--- src/rtl/atrover_pkg.sv ---
// Shared types and default sizing for the program/data RAM port arbiter.
package atrover_pkg;

    typedef enum logic {
        OWNER_CPU = 1'b0,
        OWNER_LDR = 1'b1
    } owner_e;

    localparam int WL_DEFAULT        = 32;
    localparam int NB_COL_DEFAULT    = 4;
    localparam int RAM_DEPTH_DEFAULT = 8192;

endpackage

--- src/rtl/ram_port_arbiter_rr_arb2.sv ---
// Two-way round-robin arbiter with a loader lock; grant[0] = CPU, grant[1] = LDR.
module rr_arb2
    import atrover_pkg::*;
(
    input  logic       clk,
    input  logic       reset,
    input  logic       lock,
    input  logic       cpu_valid,
    input  logic       ldr_valid,
    output logic [1:0] grant
);

    owner_e rr_last;

    always_comb begin
        // NOTE: every output gets a default first so no path leaves it unassigned (no latch).
        grant = 2'b00;
        if (!reset) begin
            if (lock) begin
                grant[1] = ldr_valid;
            end else if (cpu_valid && ldr_valid) begin
                if (rr_last == OWNER_LDR) grant[0] = 1'b1;
                else                      grant[1] = 1'b1;
            end else begin
                grant[0] = cpu_valid;
                grant[1] = ldr_valid;
            end
        end
    end

    // Ready equals grant, so any grant is an accepted command.
    always_ff @(posedge clk) begin
        // NOTE: sequential state uses non-blocking assignments only.
        if (reset)         rr_last <= OWNER_LDR;
        else if (grant[0]) rr_last <= OWNER_CPU;
        else if (grant[1]) rr_last <= OWNER_LDR;
    end

endmodule

--- src/rtl/ram_port_arbiter.sv ---
// Shares the RAM data port between the CPU dBus and the UART loader, one command
// per cycle, with a one-deep read response pipeline routed back to the owner.
module ram_port_arbiter
    import atrover_pkg::*;
#(
    parameter  int WL          = WL_DEFAULT,
    parameter  int NB_COL      = NB_COL_DEFAULT,
    parameter  int RAM_DEPTH   = RAM_DEPTH_DEFAULT,
    localparam int RAM_ADDR_WL = $clog2(RAM_DEPTH)
) (
    input  logic                   clk,
    input  logic                   reset,
    input  logic                   ldr_lock,

    input  logic                   cpu_cmd_valid,
    output logic                   cpu_cmd_ready,
    input  logic                   cpu_cmd_wr,
    input  logic [WL-1:0]          cpu_cmd_addr,
    input  logic [NB_COL-1:0]      cpu_cmd_be,
    input  logic [WL-1:0]          cpu_cmd_wdata,
    output logic                   cpu_rsp_valid,
    output logic                   cpu_rsp_error,
    output logic [WL-1:0]          cpu_rsp_rdata,

    input  logic                   ldr_cmd_valid,
    output logic                   ldr_cmd_ready,
    input  logic                   ldr_cmd_wr,
    input  logic [WL-1:0]          ldr_cmd_addr,
    input  logic [NB_COL-1:0]      ldr_cmd_be,
    input  logic [WL-1:0]          ldr_cmd_wdata,
    output logic                   ldr_rsp_valid,
    output logic                   ldr_rsp_error,
    output logic [WL-1:0]          ldr_rsp_rdata,

    output logic [NB_COL-1:0]      ram_we,
    output logic [RAM_ADDR_WL-1:0] ram_addr,
    output logic [WL-1:0]          ram_din,
    input  logic [WL-1:0]          ram_dout
);

    logic [1:0]        grant;
    logic              sel_ldr;
    logic              granted;
    logic              sel_wr;
    logic [WL-1:0]     sel_addr;
    logic [NB_COL-1:0] sel_be;
    logic [WL-1:0]     sel_wdata;
    logic              oor;
    logic [1:0]        unused_addr_lsb;

    logic              rsp_valid_q;
    owner_e            rsp_owner_q;
    logic              rsp_oor_q;
    logic              rsp_live;

    rr_arb2 u_arb (
        .clk       (clk),
        .reset     (reset),
        .lock      (ldr_lock),
        .cpu_valid (cpu_cmd_valid),
        .ldr_valid (ldr_cmd_valid),
        .grant     (grant)
    );

    assign cpu_cmd_ready = grant[0];
    assign ldr_cmd_ready = grant[1];
    assign sel_ldr       = grant[1];
    assign granted       = |grant;

    // With no grant the CPU side drives the RAM address/data lines.
    assign sel_wr    = sel_ldr ? ldr_cmd_wr    : cpu_cmd_wr;
    assign sel_addr  = sel_ldr ? ldr_cmd_addr  : cpu_cmd_addr;
    assign sel_be    = sel_ldr ? ldr_cmd_be    : cpu_cmd_be;
    assign sel_wdata = sel_ldr ? ldr_cmd_wdata : cpu_cmd_wdata;

    assign oor             = |sel_addr[WL-1:RAM_ADDR_WL+2];
    assign unused_addr_lsb = sel_addr[1:0];

    assign ram_addr = sel_addr[RAM_ADDR_WL+1:2];
    assign ram_din  = sel_wdata;
    assign ram_we   = (granted && sel_wr && !oor) ? sel_be : '0;

    always_ff @(posedge clk) begin
        if (reset) begin
            rsp_valid_q <= 1'b0;
            rsp_owner_q <= OWNER_CPU;
            rsp_oor_q   <= 1'b0;
        end else begin
            rsp_valid_q <= granted && !sel_wr;
            rsp_owner_q <= sel_ldr ? OWNER_LDR : OWNER_CPU;
            rsp_oor_q   <= oor;
        end
    end

    // Reset also masks a response already in flight, so it is never presented.
    assign rsp_live = rsp_valid_q && !reset;

    assign cpu_rsp_valid = rsp_live && (rsp_owner_q == OWNER_CPU);
    assign ldr_rsp_valid = rsp_live && (rsp_owner_q == OWNER_LDR);
    assign cpu_rsp_error = cpu_rsp_valid && rsp_oor_q;
    assign ldr_rsp_error = ldr_rsp_valid && rsp_oor_q;
    assign cpu_rsp_rdata = (cpu_rsp_valid && !rsp_oor_q) ? ram_dout : '0;
    assign ldr_rsp_rdata = (ldr_rsp_valid && !rsp_oor_q) ? ram_dout : '0;

endmodule

--- config.mk ---
export PLATFORM = sky130hd
export DESIGN_NAME = ram_port_arbiter
export DESIGN_NICKNAME = d
export VERILOG_FILES = /design/src/rtl/atrover_pkg.sv /design/src/rtl/ram_port_arbiter_rr_arb2.sv /design/src/rtl/ram_port_arbiter.sv
export SDC_FILE = /design/constraint.sdc
export NUM_CORES = 1
export LEC_CHECK = 0
export ABC_AREA = 0
export ABC_CLOCK_PERIOD_IN_PS = 2100
export CORE_AREA = 3 3 114 116
export CTS_CLUSTER_DIAMETER = 30
export DETAILED_ROUTE_END_ITERATION = 8
export DIE_AREA = 0 0 117 119
export PLACE_DENSITY = 0.61
export SYNTH_ARGS = -nofsm -noshare
export SYNTH_HDL_FRONTEND = slang
export SYNTH_SLANG_ARGS = --single-unit
--- constraint.sdc ---
create_clock -name clk -period 2.1 [get_ports clk]
set_input_delay 0.42 -clock clk [delete_from_list [all_inputs] [get_ports clk]]
set_output_delay 0.42 -clock clk [all_outputs]
set_load 0.05 [all_outputs]
# Word-level counts from Yosys, hierarchy flattened
# Index checks and enable logic that the tools add are counted.
[totals]
register_bits = 4
word_cells = 39
in_bits = 175
output_inout_bits = 119
[classes]
bitwise = 1
n_reduce_logical = 18
mux = 16
[op_table]
columns = ["operator", "n"]
rows = [
  ["two-way mux 32 bit", 4],
  ["OR reduction 17 bit", 1],
  ["logical AND 1 bit", 11],
  ["two-way mux 1 bit", 8],
  ["two-way mux 4 bit", 2],
  ["logical NOT 1 bit", 4],
  ["two-way mux 2 bit", 2],
  ["nonzero test 2 bit", 1],
  ["OR reduction 2 bit", 1],
  ["NOT 1 bit", 1],
]

# Logic depth before layout (Yosys ltp)
[logic_depth]
word_depth = 9
mapped_depth = 8
depth_no_buf = 5

# Cells and area by module
# From an unflattened synthesis, not the netlist that was laid out.
[hier_totals]
cells_unflattened = 168
area_unflattened_um2 = 1336.3
[modules_own_cells]
columns = ["module", "area_per_inst_um2", "seq_area_each_um2", "cells_per_inst", "instances"]
rows = [
  ["ram_port_arbiter", 1262.5, 60.1, 161, 1],
  ["rr_arb2", 73.8, 20.0, 7, 1],
]

# Worst setup path after synthesis
# No wires, ideal clock.
[synth_timing]
kind = "input-to-output"
from = "input ldr_cmd_valid"
to = "output ram_we[0]"
required_time_ns = 1.680
path_buffers = 0
slack_ns = -1.498
arrival_ns = 3.178
path_stages = 4
path_cell_list = "nor2b_1 > nor4b_2 > a22oi_1 > a211oi_1"
[synth_between]
elab_cells_between_ends = 14
cone_classes = "mux: 8; reduce/logical: 6"
[synth_lines]
columns = ["element", "line_no", "text"]
rows = [
  ["start: declaration", "ram_port_arbiter.sv:25", "input logic ldr_cmd_valid,"],
  ["logical AND 1 bit", "ram_port_arbiter_rr_arb2.sv:21", "end else if (cpu_valid && ldr_valid) begin"],
  ["two-way mux 2 bit", "ram_port_arbiter_rr_arb2.sv:21", ""],
  ["two-way mux 1 bit", "ram_port_arbiter_rr_arb2.sv:19", "if (lock) begin"],
  ["two-way mux 2 bit", "ram_port_arbiter_rr_arb2.sv:18", "if (!reset) begin"],
  ["net cpu_cmd_ready", "ram_port_arbiter.sv:16", "output logic cpu_cmd_ready,"],
  ["OR reduction 2 bit", "ram_port_arbiter.sv:68", "assign granted = |grant;"],
  ["logical AND 1 bit (2 in a row)", "ram_port_arbiter.sv:81", "assign ram_we = (granted && sel_wr && !oor) ? sel_be : '0;"],
  ["two-way mux 4 bit", "ram_port_arbiter.sv:81", ""],
  ["end: declaration", "ram_port_arbiter.sv:35", "output logic [NB_COL-1:0] ram_we,"],
]
# The timed path passes the listed nets, and every way through them passes these cells.

# Worst setup path in the final report
[layout_timing]
from = "input ldr_cmd_addr[19]"
to = "output ram_we[1]"
[layout_between]
elab_chain_cells = 5
[layout_lines]
columns = ["element", "line_no", "text"]
rows = [
  ["start: declaration", "ram_port_arbiter.sv:28", "input logic [WL-1:0] ldr_cmd_addr,"],
  ["two-way mux 32 bit", "ram_port_arbiter.sv:72", "assign sel_addr = sel_ldr ? ldr_cmd_addr : cpu_cmd_addr;"],
  ["OR reduction 17 bit", "ram_port_arbiter.sv:76", "assign oor = |sel_addr[WL-1:RAM_ADDR_WL+2];"],
  ["logical NOT 1 bit", "ram_port_arbiter.sv:81", ""],
  ["logical AND 1 bit", "ram_port_arbiter.sv:81", ""],
  ["two-way mux 4 bit", "ram_port_arbiter.sv:81", ""],
]
# No other way between the ends.

==> impl_metrics.toml <==
[outcome]
status = "finished, violations left"
violations = "setup timing"

[power]
p_leak_nw = 2.780
power_mw = 1.735
ir_drop_mv = 0.1971
p_per_area_nw_per_um2 = 271.5

[cts]
cts_hold_buf = 0
clk_pin_slew_worst_paths_ps = 30
cts_tree = "done"
cts_buffers = 3
cts_sinks = 4
clockBufferDepth = 2
worstSkewPairLatency_ps = 230
cts-htree-levels = 1
cts_root_buffer = "clkbuf_16"

[timing]
fmax_mhz = 448.5
maxSlewHeadroom = 0.7960
finalSetupViolations = 4
period_minus_slack_ps = 2230
holdWs_ps = 562.3
worstMarginPinSlew_ps = 297.6
hold_viol_final = 0
rsz0062_at_grt = "true"
post-route-period-util = 1.062
fin_skew_ps = 3.032
finalMaxSlewViolations = 0
setup_slack_ps = -129.8

[worst_setup_path]
startpoint_type = "primary input"
path_class = "in2out"
startpoint = "ldr_cmd_addr[19]"
path_cells = "buf_6, nor4_4, nand2_1, or3_4, a211oi_4, buf_12"
worstSetupEndpointType = "output pin"
required_ps = 1680
critPathTopFamily = "simple AND/OR/NAND/NOR gates"
crit_buf_inv = 2
reg2reg_slack_ps = 710
crit_arrival_ps = 1810
regToRegStartpoint = "u_arb.rr_last"
crit_slowest_cell = "or3_4"
cp_slowest_stage_delay_ps = 470
path_max_fanout = 5

[route]
drt_iter0_markers = 83
drc_errors = 0
vias = 2947
wl_met1_um = 4113
first_pass_iters = 4
detail_route.vias_per_cell = 4.127
drt-total-wl_um = 11490
route.met2.wl_um = 6186
highest_layer = "met4"
met3_length_um = 1072
drtAntennaViolNets = 0
wire_per_inst_um = 16.09

[yosys]
synth_top_area_frac = 0.3771
synth_cell_type_count = 23
synth_area_leaders = "nand2_1, and2_1, dfxtp_1"
yosysWarnings = 0
postSynthAreaPerCell_um2 = 5.187
syn_nets = 436
syn_inst = 261
syn-cell-area_um2 = 1354
yosysSeqAreaShare = 0.05915
yosys.area.top_type = "nand2_1"
synth-seq-cells = 4

[place]
numPlacedInstances = 697
port_buffers = 289
dp_hpwl_um = 9121
dp_slack_ps = -490.6
gp_congestion = 0.8014

[layout]
final_cells = 714
final_nets = 744
diodes = 0
drive_above_1_share = 0.5503
fin_util = 0.5321
syn2layout_area_growth_pct = 372.1

[global_route]
grt_max_degree = 47
grt_antenna_before_repair = 0
grt_usage = 0.1326
grt_pass1_vias = 2909
overflow = 0
grt_pass1_wl_um = 14860

[floorplan]
coreArea_um2 = 12010
fp-row-count = 40
die_w_um = 117
die_h_um = 119
initial_utilization = 0.1127
ios = 294
dieArea_um2 = 13920

[min_path]
min_from = "ldr_cmd_valid"
hp-class = "in2reg"

[job]
drv_cap = 0
-- per-stage QoR --
step	area, um2	TNS, ps
2_1_floorplan	1573	-1968
3_3_place_gp	5934	-34930
3_5_place_dp	5934	-37290
4_1_cts	6025	-295.3
5_1_grt	6391	-814.2
6_report	6391	-377.8
-- sequential cells by signal, summed over array words and instances (netlist names) --
signal and cells:
rsp_oor_q 1, rsp_valid_q 1, u_arb.rr_last 1, rsp_owner_q 1
-- layout by cell type, fill, tap and decap left out, drive strengths merged --
cell / instances
buf: 166
nand2: 136
clkdlybuf4s50: 134
and2: 66
clkdlybuf4s15: 9
clkbuf: 8
dlygate4sd2: 6
nor4: 6
mux2i: 4
a211oi: 4
dfxtp: 4
nor2b: 3
nor2: 3
nand3b: 3
nor3: 3
and3b: 2
inv: 2
nor3b: 1
nor4b: 1
nand4: 1
nand3: 1
or3: 1
a22oi: 1
nand2b: 1
o21ai: 1
-- worst paths after layout --
kind,to,depth (start not counted)
hold / removal,u_arb.rr_last,3
setup reg to reg,rsp_oor_q,4
setup / recovery,ram_we[1],6
hold reg to reg,u_arb.rr_last,3
-- per-layer routing --
layer  GRT usage  vias up
met5           0        -
met4     0.01649        0
met3     0.03354        8
met2      0.2603      181
met1      0.1423     1334
li1            -     1424
-- cells in the mapped netlist --
master and n:
nand2_1 136, and2_1 66, buf_2 12, nor4_1 6, a211oi_1 4, clkbuf_1 4
dfxtp_1 4, mux2i_1 4, nand3b_1 3, nor2_1 3, nor2b_1 3, nor3_1 3
and3b_1 2, inv_2 2, a22oi_1 1, buf_6 1, nand2b_1 1, nand3_1 1
nand4_1 1, nor3b_1 1, nor4b_2 1, o21ai_0 1, or3_4 1
-- repair_timing --
action                                  4_1_cts  5_1_grt
cloned                                        0        9
endpoints found under the setup margin      116       76
pin swaps                                    22       11
setup buffers                                 4        1
resized for setup                           112       59
-- logic make-up after synthesis --
logic type | Yosys count | synth area share
DFF | 4 | 0.05915
buffers and inverters | 19 | 0.06932
AOI/OAI and AO/OA | 6 | 0.03142
muxes | 4 | 0.02958
and+or+nand+nor | 228 | 0.8105
-- report_power, final --
part	internal, mW	switching [mW]	total [mW]
clock	0.243	0.0543	0.298
sequential	0.0814	0.00430	0.0857
combinational	0.727	0.625	1.35
-- layout make-up --
type	instances	area, um2
Tap cell	147	183.9
Timing Repair Buffer	320	4432
Sequential cell	4	81.33
Multi-Input combinational cell	238	1609
Clock buffer	3	75.07
Inverter	2	10.01
Fill cell	1046	5620
-- worst register-to-register path: cells and delay by family (launching register included) --
family | cells | cell delay, ps
flip-flops | 1 | 310
AND/OR/NAND/NOR | 4 | 970
No activity file was read; power rests on OpenSTA's default activity.
